`config.mk`:
```
export PLATFORM = sky130hd
export DESIGN_NAME = quad_input_conditioner
export DESIGN_NICKNAME = d
export VERILOG_FILES = /design/src/rtl/quad_input_conditioner_pkg.sv /design/src/rtl/quad_input_conditioner_debounce_channel.sv /design/src/rtl/quad_input_conditioner.sv
export SDC_FILE = /design/constraint.sdc
export NUM_CORES = 1
export LEC_CHECK = 0
export ABC_AREA = 1
export BUFFER_PORTS_ARGS = -buffer_cell sky130_fd_sc_hd__buf_2
export CAP_MARGIN = 15
export CORE_ASPECT_RATIO = 1.5
export CORE_MARGIN = 3
export CORE_UTILIZATION = 65
export CTS_BUF_LIST = sky130_fd_sc_hd__clkbuf_8
export DETAILED_ROUTE_END_ITERATION = 7
export GPL_ROUTABILITY_DRIVEN = 1
export PLACE_DENSITY = 0.83
export SLEW_MARGIN = 0
export SYNTH_ARGS = -nofsm -noshare
export SYNTH_HDL_FRONTEND = slang
export SYNTH_SLANG_ARGS = --single-unit
```
`constraint.sdc`:
```
create_clock -name clk -period 3.5 [get_ports clk]
set_input_delay 0.7 -clock clk [delete_from_list [all_inputs] [get_ports clk]]
set_output_delay 0.7 -clock clk [all_outputs]
set_load 0.005 [all_outputs]
```
`src/rtl/quad_input_conditioner_pkg.sv`:
```
// Shared types and constants for the quad input conditioner (SW/A/B front end).
// Optional per-channel glitch counters are enabled by QUAD_INPUT_GLITCH_CNT_EN.
package quad_input_pkg;

  typedef enum logic [1:0] {
    ST_LO      = 2'b00,
    ST_WAIT_HI = 2'b01,
    ST_HI      = 2'b11,
    ST_WAIT_LO = 2'b10
  } state_t;

  localparam int GLITCH_CNT_W        = 8;
  localparam int DEF_SYNC_STAGES     = 2;
  localparam int DEF_DEBOUNCE_CYCLES = 16;

  // Saturating increment for the glitch counters.
  function automatic logic [GLITCH_CNT_W-1:0] sat_inc(input logic [GLITCH_CNT_W-1:0] v);
    return (&v) ? v : v + 1'b1;
  endfunction

endpackage

```
`src/rtl/quad_input_conditioner_debounce_channel.sv`:
```
// One input channel: synchronizer chain, 4-state debounce FSM, registered pulses.
// With QUAD_INPUT_GLITCH_CNT_EN a saturating abort counter is added.
module debounce_channel
  import quad_input_pkg::*;
#(
  parameter int SYNC_STAGES     = DEF_SYNC_STAGES,
  parameter int DEBOUNCE_CYCLES = DEF_DEBOUNCE_CYCLES
) (
  input  logic clk,
  input  logic rst,
  input  logic raw,
  output logic clean,
  output logic rise,
  output logic fall
`ifdef QUAD_INPUT_GLITCH_CNT_EN
  ,
  output logic [GLITCH_CNT_W-1:0] glitch_cnt
`endif
);

  localparam int CW = $clog2(DEBOUNCE_CYCLES);
  localparam logic [CW-1:0] TERM = CW'(DEBOUNCE_CYCLES - 1);

  logic [SYNC_STAGES-1:0] sync_q;
  logic                   s;
  state_t                 state, state_nxt;
  logic [CW-1:0]          cnt, cnt_nxt;
  logic                   clean_nxt, rise_nxt, fall_nxt;

  always_ff @(posedge clk) begin
    if (rst) sync_q <= '0;
    else     sync_q <= {sync_q[SYNC_STAGES-2:0], raw};
  end
  assign s = sync_q[SYNC_STAGES-1];

  always_ff @(posedge clk) begin
    if (rst) begin
      state <= ST_LO;
      cnt   <= '0;
      clean <= 1'b0;
      rise  <= 1'b0;
      fall  <= 1'b0;
    end else begin
      state <= state_nxt;
      cnt   <= cnt_nxt;
      clean <= clean_nxt;
      rise  <= rise_nxt;
      fall  <= fall_nxt;
    end
  end

  // Terminal compare sits ahead of the increment, so cnt never wraps.
  always_comb begin
    state_nxt = state;
    cnt_nxt   = cnt;
    unique case (state)
      ST_LO: if (s) begin
        state_nxt = ST_WAIT_HI;
        cnt_nxt   = CW'(1);
      end
      ST_WAIT_HI: begin
        if (!s)               state_nxt = ST_LO;
        else if (cnt == TERM) state_nxt = ST_HI;
        else                  cnt_nxt   = cnt + 1'b1;
      end
      ST_HI: if (!s) begin
        state_nxt = ST_WAIT_LO;
        cnt_nxt   = CW'(1);
      end
      ST_WAIT_LO: begin
        if (s)                state_nxt = ST_HI;
        else if (cnt == TERM) state_nxt = ST_LO;
        else                  cnt_nxt   = cnt + 1'b1;
      end
      default: state_nxt = ST_LO;
    endcase
  end

  // Clean level is encoded in state bit 1 (HI and WAIT_LO both hold 1).
  always_comb begin
    clean_nxt = state_nxt[1];
    rise_nxt  = (state == ST_WAIT_HI) && (state_nxt == ST_HI);
    fall_nxt  = (state == ST_WAIT_LO) && (state_nxt == ST_LO);
  end

`ifdef QUAD_INPUT_GLITCH_CNT_EN
  logic                    glitch;
  logic [GLITCH_CNT_W-1:0] gcnt;

  assign glitch = ((state == ST_WAIT_HI) && !s) || ((state == ST_WAIT_LO) && s);

  always_ff @(posedge clk) begin
    if (rst)         gcnt <= '0;
    else if (glitch) gcnt <= sat_inc(gcnt);
  end
  assign glitch_cnt = gcnt;
`endif

endmodule

```
`src/rtl/quad_input_conditioner.sv`:
```
// Top: NUM_CH independent debounce channels (bit 0 SW, bit 1 A, bit 2 B).
// QUAD_INPUT_GLITCH_CNT_EN adds the packed per-channel glitch_cnt port.
module quad_input_conditioner
  import quad_input_pkg::*;
#(
  parameter int NUM_CH          = 3,
  parameter int SYNC_STAGES     = DEF_SYNC_STAGES,
  parameter int DEBOUNCE_CYCLES = DEF_DEBOUNCE_CYCLES
) (
  input  logic              clk,
  input  logic              rst,
  input  logic [NUM_CH-1:0] raw_in,
  output logic [NUM_CH-1:0] clean_out,
  output logic [NUM_CH-1:0] rise_pulse,
  output logic [NUM_CH-1:0] fall_pulse
`ifdef QUAD_INPUT_GLITCH_CNT_EN
  ,
  output logic [GLITCH_CNT_W*NUM_CH-1:0] glitch_cnt
`endif
);

  for (genvar i = 0; i < NUM_CH; i++) begin : g_ch
    debounce_channel #(
      .SYNC_STAGES     (SYNC_STAGES),
      .DEBOUNCE_CYCLES (DEBOUNCE_CYCLES)
    ) u_ch (
      .clk        (clk),
      .rst        (rst),
      .raw        (raw_in[i]),
      .clean      (clean_out[i]),
      .rise       (rise_pulse[i]),
      .fall       (fall_pulse[i])
`ifdef QUAD_INPUT_GLITCH_CNT_EN
      ,
      .glitch_cnt (glitch_cnt[GLITCH_CNT_W*i +: GLITCH_CNT_W])
`endif
    );
  end

endmodule

```
==> flow_summary.yaml, run 1 <==
die:
  die_h_um: 69.3
  rows: 22
  dieWidth_um: 48.2
  fp.coreArea_um2: 2500
  start_util_pct: 69.4
  die-area_um2: 3340
  ios: 14
route:
  wl_per_cell_um: 11.2
  drt_iter0_markers: 31
  via_count: 1516
  avgViaCountPerCell: 5.16
  antenna_left: 0
  drc: 0
  first_pass_iters: 4
  wirelength_um: 3300
worst_hold_path:
  hold_path.class: "reg2reg"
clocking:
  insertion_delay_ps: 280
  cts_root_buf: "clkbuf_8"
  numClockSinks: 30
  holdBufCountCts: 0
  htreeDepth: 2
  cts_resized: 0
  cts_tree: "done"
  numCtsBuffers: 5
  post-cts-setup-buffers: 0
  clk_pin_slew_ps: 70
  cts_buffer_depth: 2
power:
  power.density_nw_per_um2: 415
  p_leak_nw: 0.933
  ir_drop_mv: 0.375
yosys:
  syn_nets: 268
  synthFlopType: "dfxtp_1"
  ys_top_cells_by_area: "dfxtp_1 35%, nand2_1 13%, ha_1 11%"
  yosys.area_share.simple_pct: 33.7
  synthAdderAreaFrac_pct: 10.8
  synth_most_common_cell: "nand2_1"
  synthCells: 248
  synthMuxAreaShare_pct: 0
  netlist_top_cells_count: "61 x nand2_1, 32 x inv_1, 30 x dfxtp_1, 26 x nor2_1, 23 x nand3_1"
  ys_types: 25
  avgSynthCellArea_um2: 7.01
  ys_ff_latch: 30
  synth_compound_area_share_pct: 7.49
  yosysSeqAreaShare_pct: 34.6
  synth_edf_count: 0
  synth_top_family_by_area: "simple AND/OR/NAND/NOR gates"
  syn_area_um2: 1740
  synth-async-reset-ratio_pct: 0
  yosysTopAreaCell: "dfxtp_1"
  yosysTopAreaCellShare_pct: 34.6
  yosys_warnings: 0
  synth_xor_area_share_pct: 1.51
worst_setup_path:
  critical_path.cell_chain: "inv_1, ha_1, inv_2, o21ai_1, nor2_4, nand2_2, nor3_1, nor2_1"
  worst_path_dominant_cell_family: "simple AND/OR/NAND/NOR gates"
  path_buf_inv: 2
  cp-end-kind: "flop"
  crit_required_ps: 3670
  startpoint_type: "flop"
  slowest_stage: "dfxtp_1"
  cp_slowest_stage_delay_ps: 420
  arrival_ps: 1770
  crit_type: "reg2reg"
  crit_path_max_fanout: 7
timing:
  max_freq_mhz: 626
  period_needed_ps: 1600
  setup_violations: 0
  finalCritPeriodShare_pct: 45.6
  worst-slew-pin-transition_ps: 384
  worst_clock_skew_ps: 10.5
  hold_violations: 0
  slew_viol_final: 0
  hold_slack_ps: 410
  fin_tns_setup_ps: 0
  relSlewSlack_pct: 74.4
  rsz0062_at_grt: "false"
global_routing:
  antenna_found_initial: 0
  grt_pass1_wl_um: 5430
  gr-total-overflow: 0
  grt_pass1_vias: 1428
  grt_max_degree: 22
  grt_usage_pct: 22.3
placed_design:
  port_buffers: 13
  place.gp.congestion: 0.863
  hpwlAfterDp_um: 2490
layout:
  area_growth_pct: 7.20
  antennaDiodeCount: 0
  nets: 277
  drive_gt1_share_pct: 13.2
run:
  cap_violations: 0
outcome:
  status: "completed"
==> per-layer routing <==
metal / part of all wire (%) / track usage [%] / vias to the layer above / wire length, µm
li1: - / - / 802 / -
met1: 39 / 21.6 / 679 / 1290
met2: 55 / 38.4 / 25 / 1820
met3: 3.4 / 8.57 / 10 / 112
met4: 2.2 / 9.58 / 0 / 72
met5: 0 / 0 / - / 0
==> flip-flops by register name (all words and copies together), names as in the netlist <==
signal            flops
g_ch.u_ch.fall        3
g_ch.u_ch.state       5
g_ch.u_ch.sync_q      6
g_ch.u_ch.rise        3
g_ch.u_ch.cnt        12
g_ch.u_ch.clean       1
==> cell families after synthesis <==
kind of cell | after synthesis
xor+xnor | 3
simple gates | 130
compound gates | 24
fa+ha+maj | 15
buf+inv | 46
flops | 30
==> tightest hold or removal path: stages (launching register included) <==
cell     delay (ps)
dfxtp_1         300
inv_1            40
nor2_1           30
==> cell usage in the layout (no fill, tap or decap) <==
| master | n |
|---|---|
| ha_1 | 15 |
| xnor2_1 | 2 |
| o21ai_2 | 1 |
| a21oi_1 | 14 |
| xor2_1 | 1 |
| nand4_1 | 9 |
| o21ai_1 | 4 |
| clkinv_2 | 1 |
| nand3_2 | 4 |
| nor2_4 | 1 |
| nor2_2 | 2 |
| dfxtp_1 | 30 |
| nor2_1 | 26 |
| a21oi_2 | 1 |
| inv_2 | 3 |
| nand2_2 | 2 |
| o21ai_0 | 2 |
| a31oi_1 | 2 |
| buf_2 | 13 |
| nand2_1 | 61 |
| inv_1 | 33 |
| nor3_1 | 1 |
| clkbuf_8 | 6 |
| nand3_1 | 23 |
| or2_1 | 1 |
==> metrics by stage <==
| step | worst slack (ps) | std cells | util [%] | power [mW] | area [µm²] |
|---|---|---|---|---|---|
| CTS | 1870 | 294 | 74.4 | 0.779 | 1860 |
| floorplan | 2130 | 248 | - | 0.473 | 1740 |
| global route | 1760 | 294 | 74.4 | 0.813 | 1860 |
| global placement | 1950 | 286 | 70.7 | 0.496 | 1770 |
| detailed placement | 1920 | 286 | 70.7 | 0.500 | 1770 |
| finish | 1900 | 294 | 74.4 | 0.774 | 1860 |
==> final timing paths <==
kind,start,endpoint,slack [ps],cells after the start
min reg2reg,g_ch[0].u_ch.sync_q[0]$_SDFF_PP0_,g_ch[0].u_ch.sync_q[1]$_SDFF_PP0_,410,2
min,g_ch[0].u_ch.sync_q[0]$_SDFF_PP0_,g_ch[0].u_ch.sync_q[1]$_SDFF_PP0_,410,2
max,g_ch[2].u_ch.state[1]$_SDFF_PP0_,g_ch[2].u_ch.cnt[0]$_SDFFE_PP0P_,1900,8
max reg2reg,g_ch[2].u_ch.state[1]$_SDFF_PP0_,g_ch[2].u_ch.cnt[0]$_SDFFE_PP0P_,1900,8
==> layout make-up <==
class / instances / area [µm²]
multi-input cells: 172 / 930
fillers: 208 / 642
flip-flops and latches: 30 / 601
inverters: 35 / 131
clock buffers: 6 / 82.6
repair buffers: 13 / 65.1
well taps: 36 / 45.0
clock inverters: 2 / 8.76
==> power by group <==
part | internal, mW | switching, mW | total (mW) | leakage (nW)
clock | 0.155 | 0.124 | 0.280 | 0.0524
sequential | 0.356 | 0.0138 | 0.370 | 0.244
combinational | 0.0423 | 0.0821 | 0.124 | 0.637
total | 0.553 | 0.220 | 0.774 | 0.933
No activity file was read; power rests on OpenSTA's default activity.
==> run 2, diff against run 1 <==
--- a/config.mk
+++ b/config.mk
@@ -10,11 +10,11 @@
 export CAP_MARGIN = 15
 export CORE_ASPECT_RATIO = 1.5
 export CORE_MARGIN = 3
-export CORE_UTILIZATION = 65
+export CORE_UTILIZATION = 61
 export CTS_BUF_LIST = sky130_fd_sc_hd__clkbuf_8
 export DETAILED_ROUTE_END_ITERATION = 7
 export GPL_ROUTABILITY_DRIVEN = 1
-export PLACE_DENSITY = 0.83
+export PLACE_DENSITY = 0.78
 export SLEW_MARGIN = 0
 export SYNTH_ARGS = -nofsm -noshare
 export SYNTH_HDL_FRONTEND = slang
==> constraint.sdc (replaced) <==
create_clock -name clk -period 1.6 [get_ports clk]
set_input_delay 0.32 -clock clk [delete_from_list [all_inputs] [get_ports clk]]
set_output_delay 0.32 -clock clk [all_outputs]
set_load 0.005 [all_outputs]
==> flow_summary.yaml, run 2 (synthesis gave the netlist of run 1 again) <==
clocking:
  post-cts-setup-buffers: 0
  htreeDepth: 2
  holdBufCountCts: 0
  clk_pin_slew_ps: 60
  numClockSinks: 30
  cts_tree: "done"
  cts_buffer_depth: 2
  insertion_delay_ps: 280
  cts_root_buf: "clkbuf_8"
  numCtsBuffers: 5
power:
  seq_power_share_pct: 47.7
  intPower_mw: 1.22
  switching_share_pct: 27.8
  combPwrFrac_pct: 17.0
  power.density_nw_per_um2: 883
  ir_drop_mv: 0.957
  p_leak_nw: 0.951
  clkPwrFrac_pct: 35.3
  p_sw_uw: 471
  p_total_mw: 1.69
route:
  avgViaCountPerCell: 5.18
  drc: 0
  first_pass_iters: 5
  wl_per_cell_um: 11.0
  drt_iter0_markers: 57
  wirelength_um: 3280
  via_count: 1545
  antenna_left: 0
placed_design:
  port_buffers: 13
  hpwlAfterDp_um: 2490
  place.gp.congestion: 0.920
  pre_cts_slack_ps: 62.8
  placed_cell_area_um2: 1800
worst_hold_path:
  hold_path.class: "in2reg"
  min_from: "raw_in[1]"
die:
  die-area_um2: 3540
  fp.coreArea_um2: 2710
  die_h_um: 71.4
  rows: 23
  ios: 14
  dieWidth_um: 49.6
  start_util_pct: 64.2
worst_setup_path:
  worstSetupStartpoint: "g_ch[1].u_ch.state[1]$_SDFF_PP0_"
  rrSetupSlack_ps: 110
  crit_path_max_fanout: 5
  cp_slowest_stage_delay_ps: 400
  crit_required_ps: 1770
  path_buf_inv: 2
  timing.rr.start: "g_ch[1].u_ch.state[1]$_SDFF_PP0_"
  slowest_stage: "dfxtp_1"
  startpoint_type: "flop"
  crit_type: "reg2reg"
  worst_path_dominant_cell_family: "simple AND/OR/NAND/NOR gates"
  arrival_ps: 1660
  critical_path.cell_chain: "inv_2, ha_1, o21ai_2, nand3_1, nor2_4, inv_2, nor2_1, nor2_1"
  cp-end-kind: "flop"
timing:
  slew_viol_final: 0
  worst_clock_skew_ps: 5.78
  setup_violations: 0
  relSlewSlack_pct: 82.2
  max_freq_mhz: 669
  fin_tns_setup_ps: 0
  hold_violations: 0
  worst-slew-pin-transition_ps: 266
  setup_ws_ps: 106
  period_needed_ps: 1490
  finalCritPeriodShare_pct: 93.4
global_routing:
  grt_util_met2_pct: 39.9
  top_usage_layer: "met2"
  grt_pass1_vias: 1451
  grt_use_met1_pct: 20.8
  gr-total-overflow: 0
  met3_usage_pct: 3.33
  grt_max_degree: 14
  grt_usage_pct: 20.8
  antenna_found_initial: 0
  grt_pass1_wl_um: 5830
layout:
  drive_gt1_share_pct: 16.5
  nets: 280
  regMostFlops: "g_ch.u_ch.cnt"
  layout_common_cells: "61 x nand2_1, 32 x inv_1, 29 x dfxtp_1, 25 x nor2_1, 23 x nand3_1"
  reg_top3: "g_ch.u_ch.cnt: 12 flops, g_ch.u_ch.sync_q: 6 flops, g_ch.u_ch.state: 5 flops"
  final_common_cell: "nand2_1"
  stdcell_area_um2: 1920
  largest_reg_flops: 12
  area_growth_pct: 10.2
  antennaDiodeCount: 0
run:
  cap_violations: 0
outcome:
  status: "completed"
-- run 2: cell count changes in the layout (fill, tap and decap cells not counted), sizes merged --
cell  previous run  this run
buf             13        16
-- run 2: area by class of cell --
cell class              instances  area (µm²)
clock inverters                 2        8.76
inverters                      35         131
multi-input cells             172         957
flip-flops and latches         30         602
fillers                       254         790
well taps                      37        46.3
repair buffers                 16        87.6
clock buffers                   6        82.6
-- run 2: layer usage --
metal  share of wire, %  wire length (µm)
met5                  0                 0
met1                 41              1330
met3                2.8                92
met2                 54              1780
met4                2.4                80
-- run 2: worst paths after layout --
path         depth (start not counted)                                end
min                                  3  g_ch[1].u_ch.sync_q[0]$_SDFF_PP0_
max                                  8   g_ch[1].u_ch.cnt[0]$_SDFFE_PP0P_
min reg2reg                          2  g_ch[2].u_ch.sync_q[1]$_SDFF_PP0_
max reg2reg                          8   g_ch[1].u_ch.cnt[0]$_SDFFE_PP0P_
-- run 2: power by group through the flow --
stage	combinational, mW	sequential [mW]	clock, mW
after floorplan	0.218	0.817	0
after global routing	0.330	0.811	0.653
final	0.288	0.808	0.596
after detailed placement	0.269	0.823	0
after CTS	0.272	0.807	0.620
after global placement	0.265	0.823	0
-- run 2: worst register-to-register path, delay by kind of cell (launching register included) --
kind	cells	cell delay, ps
buffers and inverters	2	170
AO/OA/AOI/OAI	1	150
AND/OR/NAND/NOR	4	420
flip-flops	1	400
adder cells (fa/ha/maj)	1	240
-- run 2: timing repair --
| action | 4_1_cts | 5_1_grt |
|---|---|---|
| resized for setup | 0 | 7 |
| hold endpoints to repair | 0 | 0 |
| endpoints found under the setup margin | 0 | 9 |
-- run 2: through the flow --
step / hold slack, ps / instances / util (%)
floorplan: 388 / 248 / -
global placement: 398 / 290 / 66.4
detailed placement: 405 / 290 / 66.4
CTS: 240 / 298 / 69.8
global route: 267 / 298 / 70.8
finish: 249 / 298 / 70.8
